==> src/rtl/owl_sfr_bank.sv <==
// SFR bank behind the one-wire link controller: chip ID, status mirror, event flags,
// interrupt enables, control register and 24 key-protected trim registers.
module owl_sfr_bank #(
    parameter logic [7:0]  CHIP_ID  = 8'h52,
    parameter int unsigned TMO_W    = 16,
    parameter logic [7:0]  TRIM_RST = 8'h00
) (
    input  logic         clk,
    input  logic         rst,
    input  logic [5:0]   sfr_addrs,
    input  logic [7:0]   sfr_wdata,
    input  logic         sfr_wctrl,
    input  logic         sfr_rctrl,
    output logic         sfr_ready,
    output logic [7:0]   sfr_rdata,
    input  logic [7:0]   status_in,
    input  logic [6:0]   event_in,
    output logic [7:0]   ctrl_out,
    output logic [191:0] trim_out,
    output logic         irq,
    output logic         unlocked
);

    typedef enum logic [1:0] {
        LOCKED   = 2'd0,
        KEY1     = 2'd1,
        UNLOCKED = 2'd2
    } lock_e;

    localparam logic [TMO_W-1:0] TMO_LAST = {{(TMO_W-1){1'b1}}, 1'b0};
    localparam logic [TMO_W-1:0] TMO_ONE  = {{(TMO_W-1){1'b0}}, 1'b1};

    lock_e              state_q, state_d;
    logic [TMO_W-1:0]   cnt_q, cnt_d;
    logic [23:0][7:0]   trim_q;
    logic [7:0]         flags_q, flags_d;
    logic [7:0]         en_q, ctrl_q, status_q, rdata_q, rdata_d;
    logic [6:0]         event_q;
    logic [5:0]         addr_q;
    logic               rctrl_q, ready_q, irq_q;

    logic               key_hit, trim_hit, trim_wr_ok;
    logic [4:0]         trim_idx;

    assign key_hit    = (sfr_addrs == 6'h04);
    assign trim_hit   = (sfr_addrs[5] == 1'b0) && (sfr_addrs[4:3] != 2'b00);
    assign trim_idx   = sfr_addrs[4:0] - 5'd8;
    assign trim_wr_ok = sfr_wctrl && trim_hit && (state_q == UNLOCKED);

    // Event set is applied after the W1C mask so a coincident rising edge wins.
    always_comb begin
        flags_d = flags_q;
        if (sfr_wctrl && sfr_addrs == 6'h02) begin
            flags_d = flags_q & ~sfr_wdata;
        end
        flags_d[6:0] = flags_d[6:0] | (event_in & ~event_q);
        if (sfr_wctrl && trim_hit && state_q != UNLOCKED) begin
            flags_d[7] = 1'b1;
        end
    end

    // Relock fires on the edge where the counter would become all-ones, even with a write.
    always_comb begin
        state_d = state_q;
        case (state_q)
            LOCKED: begin
                if (sfr_wctrl && key_hit && sfr_wdata == 8'hA5) state_d = KEY1;
            end
            KEY1: begin
                if (sfr_wctrl) state_d = (key_hit && sfr_wdata == 8'h5A) ? UNLOCKED : LOCKED;
            end
            UNLOCKED: begin
                if ((sfr_wctrl && key_hit) || cnt_q == TMO_LAST) state_d = LOCKED;
            end
            default: state_d = LOCKED;
        endcase
    end

    always_comb begin
        cnt_d = cnt_q;
        if (state_d != UNLOCKED || sfr_wctrl) begin
            cnt_d = '0;
        end else if (cnt_q != '1) begin
            cnt_d = cnt_q + TMO_ONE;
        end
    end

    always_comb begin
        rdata_d = '0;
        if (trim_hit) begin
            rdata_d = trim_q[trim_idx];
        end else begin
            case (sfr_addrs)
                6'h00:   rdata_d = CHIP_ID;
                6'h01:   rdata_d = status_q;
                6'h02:   rdata_d = flags_q;
                6'h03:   rdata_d = en_q;
                6'h04:   rdata_d = {7'b0, unlocked};
                6'h05:   rdata_d = ctrl_q;
                default: rdata_d = '0;
            endcase
        end
    end

    always_ff @(posedge clk or negedge rst) begin
        if (!rst) begin
            state_q  <= LOCKED;
            cnt_q    <= '0;
            trim_q   <= {24{TRIM_RST}};
            flags_q  <= '0;
            en_q     <= '0;
            ctrl_q   <= '0;
            status_q <= '0;
            event_q  <= '0;
            addr_q   <= '0;
            rctrl_q  <= 1'b0;
            ready_q  <= 1'b0;
            rdata_q  <= '0;
            irq_q    <= 1'b0;
        end else begin
            state_q  <= state_d;
            cnt_q    <= cnt_d;
            flags_q  <= flags_d;
            status_q <= status_in;
            event_q  <= event_in;
            addr_q   <= sfr_addrs;
            rctrl_q  <= sfr_rctrl;
            ready_q  <= sfr_rctrl && rctrl_q && (sfr_addrs == addr_q);
            rdata_q  <= rdata_d;
            irq_q    <= |(flags_q & en_q);
            if (sfr_wctrl && sfr_addrs == 6'h03) en_q <= sfr_wdata;
            if (sfr_wctrl && sfr_addrs == 6'h05) ctrl_q <= sfr_wdata;
            if (trim_wr_ok) trim_q[trim_idx] <= sfr_wdata;
        end
    end

    assign sfr_ready = ready_q;
    assign sfr_rdata = rdata_q;
    assign ctrl_out  = ctrl_q;
    assign trim_out  = trim_q;
    assign irq       = irq_q;
    assign unlocked  = (state_q == UNLOCKED);

endmodule
==> config.mk <==
export PLATFORM = sky130hd
export DESIGN_NAME = owl_sfr_bank
export DESIGN_NICKNAME = d
export VERILOG_FILES = /design/src/rtl/owl_sfr_bank.sv
export SDC_FILE = /design/constraint.sdc
export NUM_CORES = 1
export LEC_CHECK = 0
export BUFFER_PORTS_ARGS = -buffer_cell sky130_fd_sc_hd__buf_4
export CORE_MARGIN = 2
export CORE_UTILIZATION = 33
export CTS_CLUSTER_DIAMETER = 150
export DETAILED_ROUTE_END_ITERATION = 8
export GPL_TIMING_DRIVEN = 0
export SLEW_MARGIN = 0
export SYNTH_ARGS = -nofsm -noshare
export SYNTH_HDL_FRONTEND = slang
export SYNTH_SLANG_ARGS = --single-unit
==> constraint.sdc <==
create_clock -name clk -period 2.75 [get_ports clk]
set_clock_uncertainty 0.2 [all_clocks]
set_input_delay 0.1375 -clock clk [delete_from_list [all_inputs] [get_ports clk]]
set_output_delay 0.1375 -clock clk [all_outputs]
set_load 0.01 [all_outputs]
==> results of run 1 <==
[area by class of cell]
| type | count | area [sq um] |
|---|---|---|
| tap | 511 | 639 |
| antenna | 1 | 2.50 |
| clock buffer | 42 | 835 |
| timing repair buffer | 277 | 2230 |
| buffer | 67 | 313 |
| inverter | 20 | 75.1 |
| clock inverter | 9 | 135 |
| multi-input combinational | 574 | 5470 |
| fill | 3581 | 21100 |
| sequential | 266 | 6660 |
[routing by layer]
layer,up-vias,track usage (%),wire (um)
li1,4073,-,-
met1,4831,29.7,18400
met2,319,37.3,21600
met3,76,6.66,4000
met4,2,6.77,1390
met5,-,0,13
[cells in the final DEF (no fill, tap or decap), drive strengths merged, types with 8 or more instances in the layout]
cell type,Yosys,layout
buf,29,273
dfrtp,266,266
mux2,210,210
clkbuf,38,81
mux2i,57,57
nand2,38,38
dlygate4sd3,0,32
a22oi,31,31
mux4,25,25
nand3,23,23
inv,20,21
nor3,18,18
nor2,17,17
a21oi,16,16
nand4,16,16
nor4,13,13
and4,12,12
or3,8,8
a22o,8,8
[per-stage QoR]
stage          setup WS (ns)  util [%]  area [sq um]  std cells
2_1_floorplan          0.476         -         12500        927
3_3_place_gp           -1.02      39.9         15000       1679
3_5_place_dp         -0.0542      40.1         15000       1682
4_1_cts                0.170      43.6         16300       1766
5_1_grt               0.0358      43.6         16400       1766
6_report              0.0936      43.6         16400       1767
[report_power, final]
group / internal [mW] / switching, mW
Combinational: 0.678 / 0.736
Clock: 2.38 / 1.63
Sequential: 4.17 / 0.224
Total: 7.23 / 2.59
[sequential cells by signal, summed over array words and instances, names as in the netlist, 6 cells and up]
name / cells
en_q: 8
addr_q: 6
flags_q: 8
sfr_rdata: 8
event_q: 7
status_q: 8
ctrl_out: 8
trim_out: 192
cnt_q: 16
[worst max-delay path, delay by kind of cell]
kind	cells	cell delay, ns
buffers and inverters	4	0.96
muxes	1	0.40
adders and majority gates	1	0.18
and+or+nand+nor	3	1.21
[cells by family (layout without fill, tap and decap cells)]
group	count (synthesis)	count (layout)
buffers and inverters	87	415
other	0	1
adder cells (fa/ha/maj)	6	6
AO/OA/AOI/OAI	84	84
flip-flops	266	266
AND/OR/NAND/NOR	185	185
XOR/XNOR	7	7
multiplexers	292	292
[final timing paths]
kind,cells past startpoint,to,startpoint,slack [ns]
worst max register to register,6,trim_out[142]$_DFFE_PN0P_,state_q[0]$_DFF_PN0_,0.32
max in group asynchronous,5,trim_out[28]$_DFFE_PN0P_,rst,0.89
worst min register to register,1,trim_out[1]$_DFFE_PN0P_,trim_out[1]$_DFFE_PN0P_,0.33
min in group asynchronous,4,trim_out[166]$_DFFE_PN0P_,rst,0.49
worst max-delay path,9,trim_out[142]$_DFFE_PN0P_,sfr_addrs[4],0.09
worst min-delay path,2,status_q[1]$_DFF_PN0_,status_in[1],0.03
[what timing repair did]
action | in CTS | in global routing
setup buffers | 0 | 0
hold buffers | 33 | 0
setup endpoints to repair | 0 | 10
resized for setup | 0 | 2
endpoints found under the hold margin | 212 | 0
==> impl_metrics.ini, run 1 <==
[floorplan]
die_w_um = 199
coreArea_sq_um = 37500
ioPinCount = 244
die_h_um = 199
initial_utilization_pct = 33.3
die_area_sq_um = 39500
std_cell_rows = 71

[power]
power_density_nw_per_um2 = 600
ir_drop_mv = 0.583
leakage_nw = 8.04
p_total_mw = 9.82

[synth]
yosysWarningCount = 0
muxShareOfSynthArea_pct = 28.1
syn_area_per_cell_sq_um = 13.5
synth_area_leader_cell = dfrtp_1
synth_edf_count = 0
synthCells = 927
synth_area_sq_um = 12500
syn_nets = 966
synth_top_area_share_pct = 53.2
yosysMostFrequentCell = dfrtp_1
synthAdderAreaFrac_pct = 0.600
synth_ff_type = dfrtp_1
synth_compound_area_share_pct = 4.78
synth_common_cells = dfrtp_1 (266), mux2_2 (206), mux2i_1 (57)
async_reset_ff_share_pct = 100
ys_ff_latch = 266
ys_top_cells_by_area = dfrtp_1 (53%), mux2_2 (19%), mux2i_1 (4.6%)
synth_xor_xnor_area_share_pct = 0.490
synth-simple-area-share_pct = 9.73
synth_cell_types = 58
ys_seq_area_share_pct = 53.2
synth_top_family_by_area = multiplexers

[worst_hold_path]
hold_class = in2reg

[timing]
rsz0062_at_grt = false
finalHoldViolations = 0
slew_viol_final = 0
worst_slew_pin_slew_ns = 0.977
fin_setup_tns_ns = 0
finalCritPeriodShare_pct = 96.6
max_slew_margin_pct = 34.7
whs_ns = 0.0319
min_period_ns = 2.66
max_freq_mhz = 376
setup_viol = 0

[cts]
clock-root-buffer = clkbuf_16
htreeDepth = 1
clkTransAtPathRegs_ns = 0.06
clock_latency_ns = 0.57
cts_inserted_buffers = 29
cts.sinks = 266
cts_tree = done
cts_max_path_buffers = 3

[outcome]
status = finished, final reports clean

[route]
ant_nets = 0
drtIter0Drc = 590
route.detailed.drc = 0
wl_um = 45300
wire_per_inst_um = 25.7
via_count = 9301
viasPerCell = 5.26
drtPass1Iterations = 5

[final_layout]
drive_above_1_share_pct = 46.5
final_nets = 1274
areaGrowthSynthToFinish_pct = 30.8

[worst_setup_path]
end_kind = flop
cp_max_fo = 8
crit_chain = dlygate4sd3_1 -> buf_4 -> inv_1 -> ha_1 -> buf_6 -> nor3b_2 -> nand4_1 -> nor2_2 -> mux2_2
crit_type = in2reg
slowest_delay_ns = 0.57
cp-start-kind = input pin
arrival_ns = 2.90
cp_slowest_cell = dlygate4sd3_1
worstPathRequired_ns = 2.99

[grt]
antenna_found_initial = 3
grt_pass1_vias = 9637
track_usage_pct = 23.0
grt_max_degree = 116
grt-ovfl-total = 0
grt_pass1_wl_um = 65400

[placement]
dp_hpwl_um = 33100
io_buffers = 241
routabilityCongestion = 0.870

[run]
maxCapViolCount = 0
(Power assumes the default switching activity.)
==> run 2: changes to the inputs <==
==> constraint.sdc (replaced) <==
create_clock -name clk -period 2.35 [get_ports clk]
set_clock_uncertainty 0.2 [all_clocks]
set_input_delay 0.1175 -clock clk [delete_from_list [all_inputs] [get_ports clk]]
set_output_delay 0.1175 -clock clk [all_outputs]
set_load 0.01 [all_outputs]
==> impl_metrics.ini, run 2 (synthesis gave the netlist of run 1 again) <==
[outcome]
status = finished, violations left
violations = negative hold slack

[grt]
grt-ovfl-total = 0
antenna_found_initial = 3
grt_pass1_vias = 9655
track_usage_pct = 23.1
grt_pass1_wl_um = 65700
grt_max_degree = 116

[route]
drtIter0Drc = 612
ant_nets = 0
viasPerCell = 5.31
via_count = 9394
drtPass1Iterations = 5
wl_um = 46000
wire_per_inst_um = 26.0
route.detailed.drc = 0

[worst_setup_path]
cp-start-kind = flop
arrival_ns = 2.58
end_kind = flop
cp_max_fo = 9
crit_type = reg2reg
worstPathRequired_ns = 2.60

[timing]
max_freq_mhz = 428
min_period_ns = 2.34
rsz0062_at_grt = true
slew_viol_final = 0
whs_ns = -0.00933
finalHoldViolations = 1
worst_slew_pin_slew_ns = 0.989
max_slew_margin_pct = 33.9
setup_viol = 0
finalCritPeriodShare_pct = 99.5

[cts]
clock-root-buffer = clkbuf_16
cts_tree = done
htreeDepth = 1
cts.sinks = 266
clock_latency_ns = 0.57
clkTransAtPathRegs_ns = 0.06
cts_max_path_buffers = 3
cts_inserted_buffers = 29

[final_layout]
diodes = 0
areaGrowthSynthToFinish_pct = 31.3
largest_reg_flops = 192
drive_above_1_share_pct = 46.6
most-common-layout-cells = dfrtp_1 (266), buf_4 (249), mux2_2 (206), mux2i_1 (57), clkbuf_1 (45)
final_common_cell = dfrtp_1
final_nets = 1278

[worst_hold_path]
hold_class = in2reg

[floorplan]
die_w_um = 199
die_h_um = 199
die_area_sq_um = 39500
std_cell_rows = 71
coreArea_sq_um = 37500
initial_utilization_pct = 33.3
ioPinCount = 244

[power]
ir_drop_mv = 0.685
p_total_mw = 11.5
power_density_nw_per_um2 = 702
leakage_nw = 8.07

[placement]
io_buffers = 241
dp_hpwl_um = 33100
routabilityCongestion = 0.870

[run]
maxCapViolCount = 0
## run 2: what timing repair did
item / CTS / global route
cloned: 0 / 1
endpoints found under the hold margin: 216 / 0
pin swaps: 1 / 3
endpoints found under the setup margin: 50 / 188
setup buffers: 0 / 4
gates resized for setup: 3 / 6
hold buffers: 33 / 0
## run 2: stage by stage
stage	area [sq um]	TNS [ns]	cells	utilization, %	worst slack [ns]
6_report	16400	0	1770	43.8	0.0113
5_1_grt	16400	-0.627	1770	43.8	-0.0469
4_1_cts	16300	-0.558	1766	43.6	-0.0260
3_5_place_dp	15000	-60.48	1682	40.1	-0.434
3_3_place_gp	15000	-423.35	1679	39.9	-1.40
2_1_floorplan	12500	0	927	-	0.0962
## run 2: worst paths after layout
check | startpoint | end | slack, ns | depth (start not counted)
setup reg to reg | state_q[0]$_DFF_PN0_ | trim_out[137]$_DFFE_PN0P_ | 0.01 | 6
hold reg to reg | trim_out[1]$_DFFE_PN0P_ | trim_out[1]$_DFFE_PN0P_ | 0.33 | 1
hold / removal | sfr_addrs[5] | flags_q[7]$_DFFE_PN0P_ | -0.009 | 4
max in group asynchronous | rst | trim_out[43]$_DFFE_PN0P_ | 0.33 | 5
setup / recovery | state_q[0]$_DFF_PN0_ | trim_out[137]$_DFFE_PN0P_ | 0.01 | 6
min in group asynchronous | rst | trim_out[166]$_DFFE_PN0P_ | 0.44 | 3
## run 2: routing by layer
| layer | up-vias | global-route usage [%] | wire [um] |
|---|---|---|---|
| met5 | - | 0 | 10 |
| met4 | 2 | 6.25 | 1290 |
| met3 | 72 | 6.49 | 4030 |
| met2 | 354 | 37.9 | 22000 |
| met1 | 4901 | 29.9 | 18700 |
| li1 | 4065 | - | - |
## run 2: cell type report
cell class | count | area (sq um)
inverters | 20 | 77.6
plain buffers | 67 | 315
fillers | 3579 | 21100
multi-input cells | 574 | 5500
flip-flops and latches | 266 | 6660
repair buffers | 281 | 2250
clock buffers | 42 | 835
well taps | 511 | 639
clock inverters | 9 | 135
## run 2: critical path, stage by stage, from the launching register on
cell      delay [ns]
dfrtp_1         0.39
nand2b_1        0.16
buf_6           0.16
inv_4           0.11
nand4_1         0.23
nor2_2          0.56
mux2_2          0.40
## run 2: power by group
group | leakage (nW) | total (mW) | internal, mW | switching, mW
Combinational | 4.03 | 1.67 | 0.796 | 0.871
Clock | 0.481 | 4.72 | 2.79 | 1.93
Sequential | 3.55 | 5.14 | 4.88 | 0.262
Total | 8.07 | 11.5 | 8.46 | 3.06
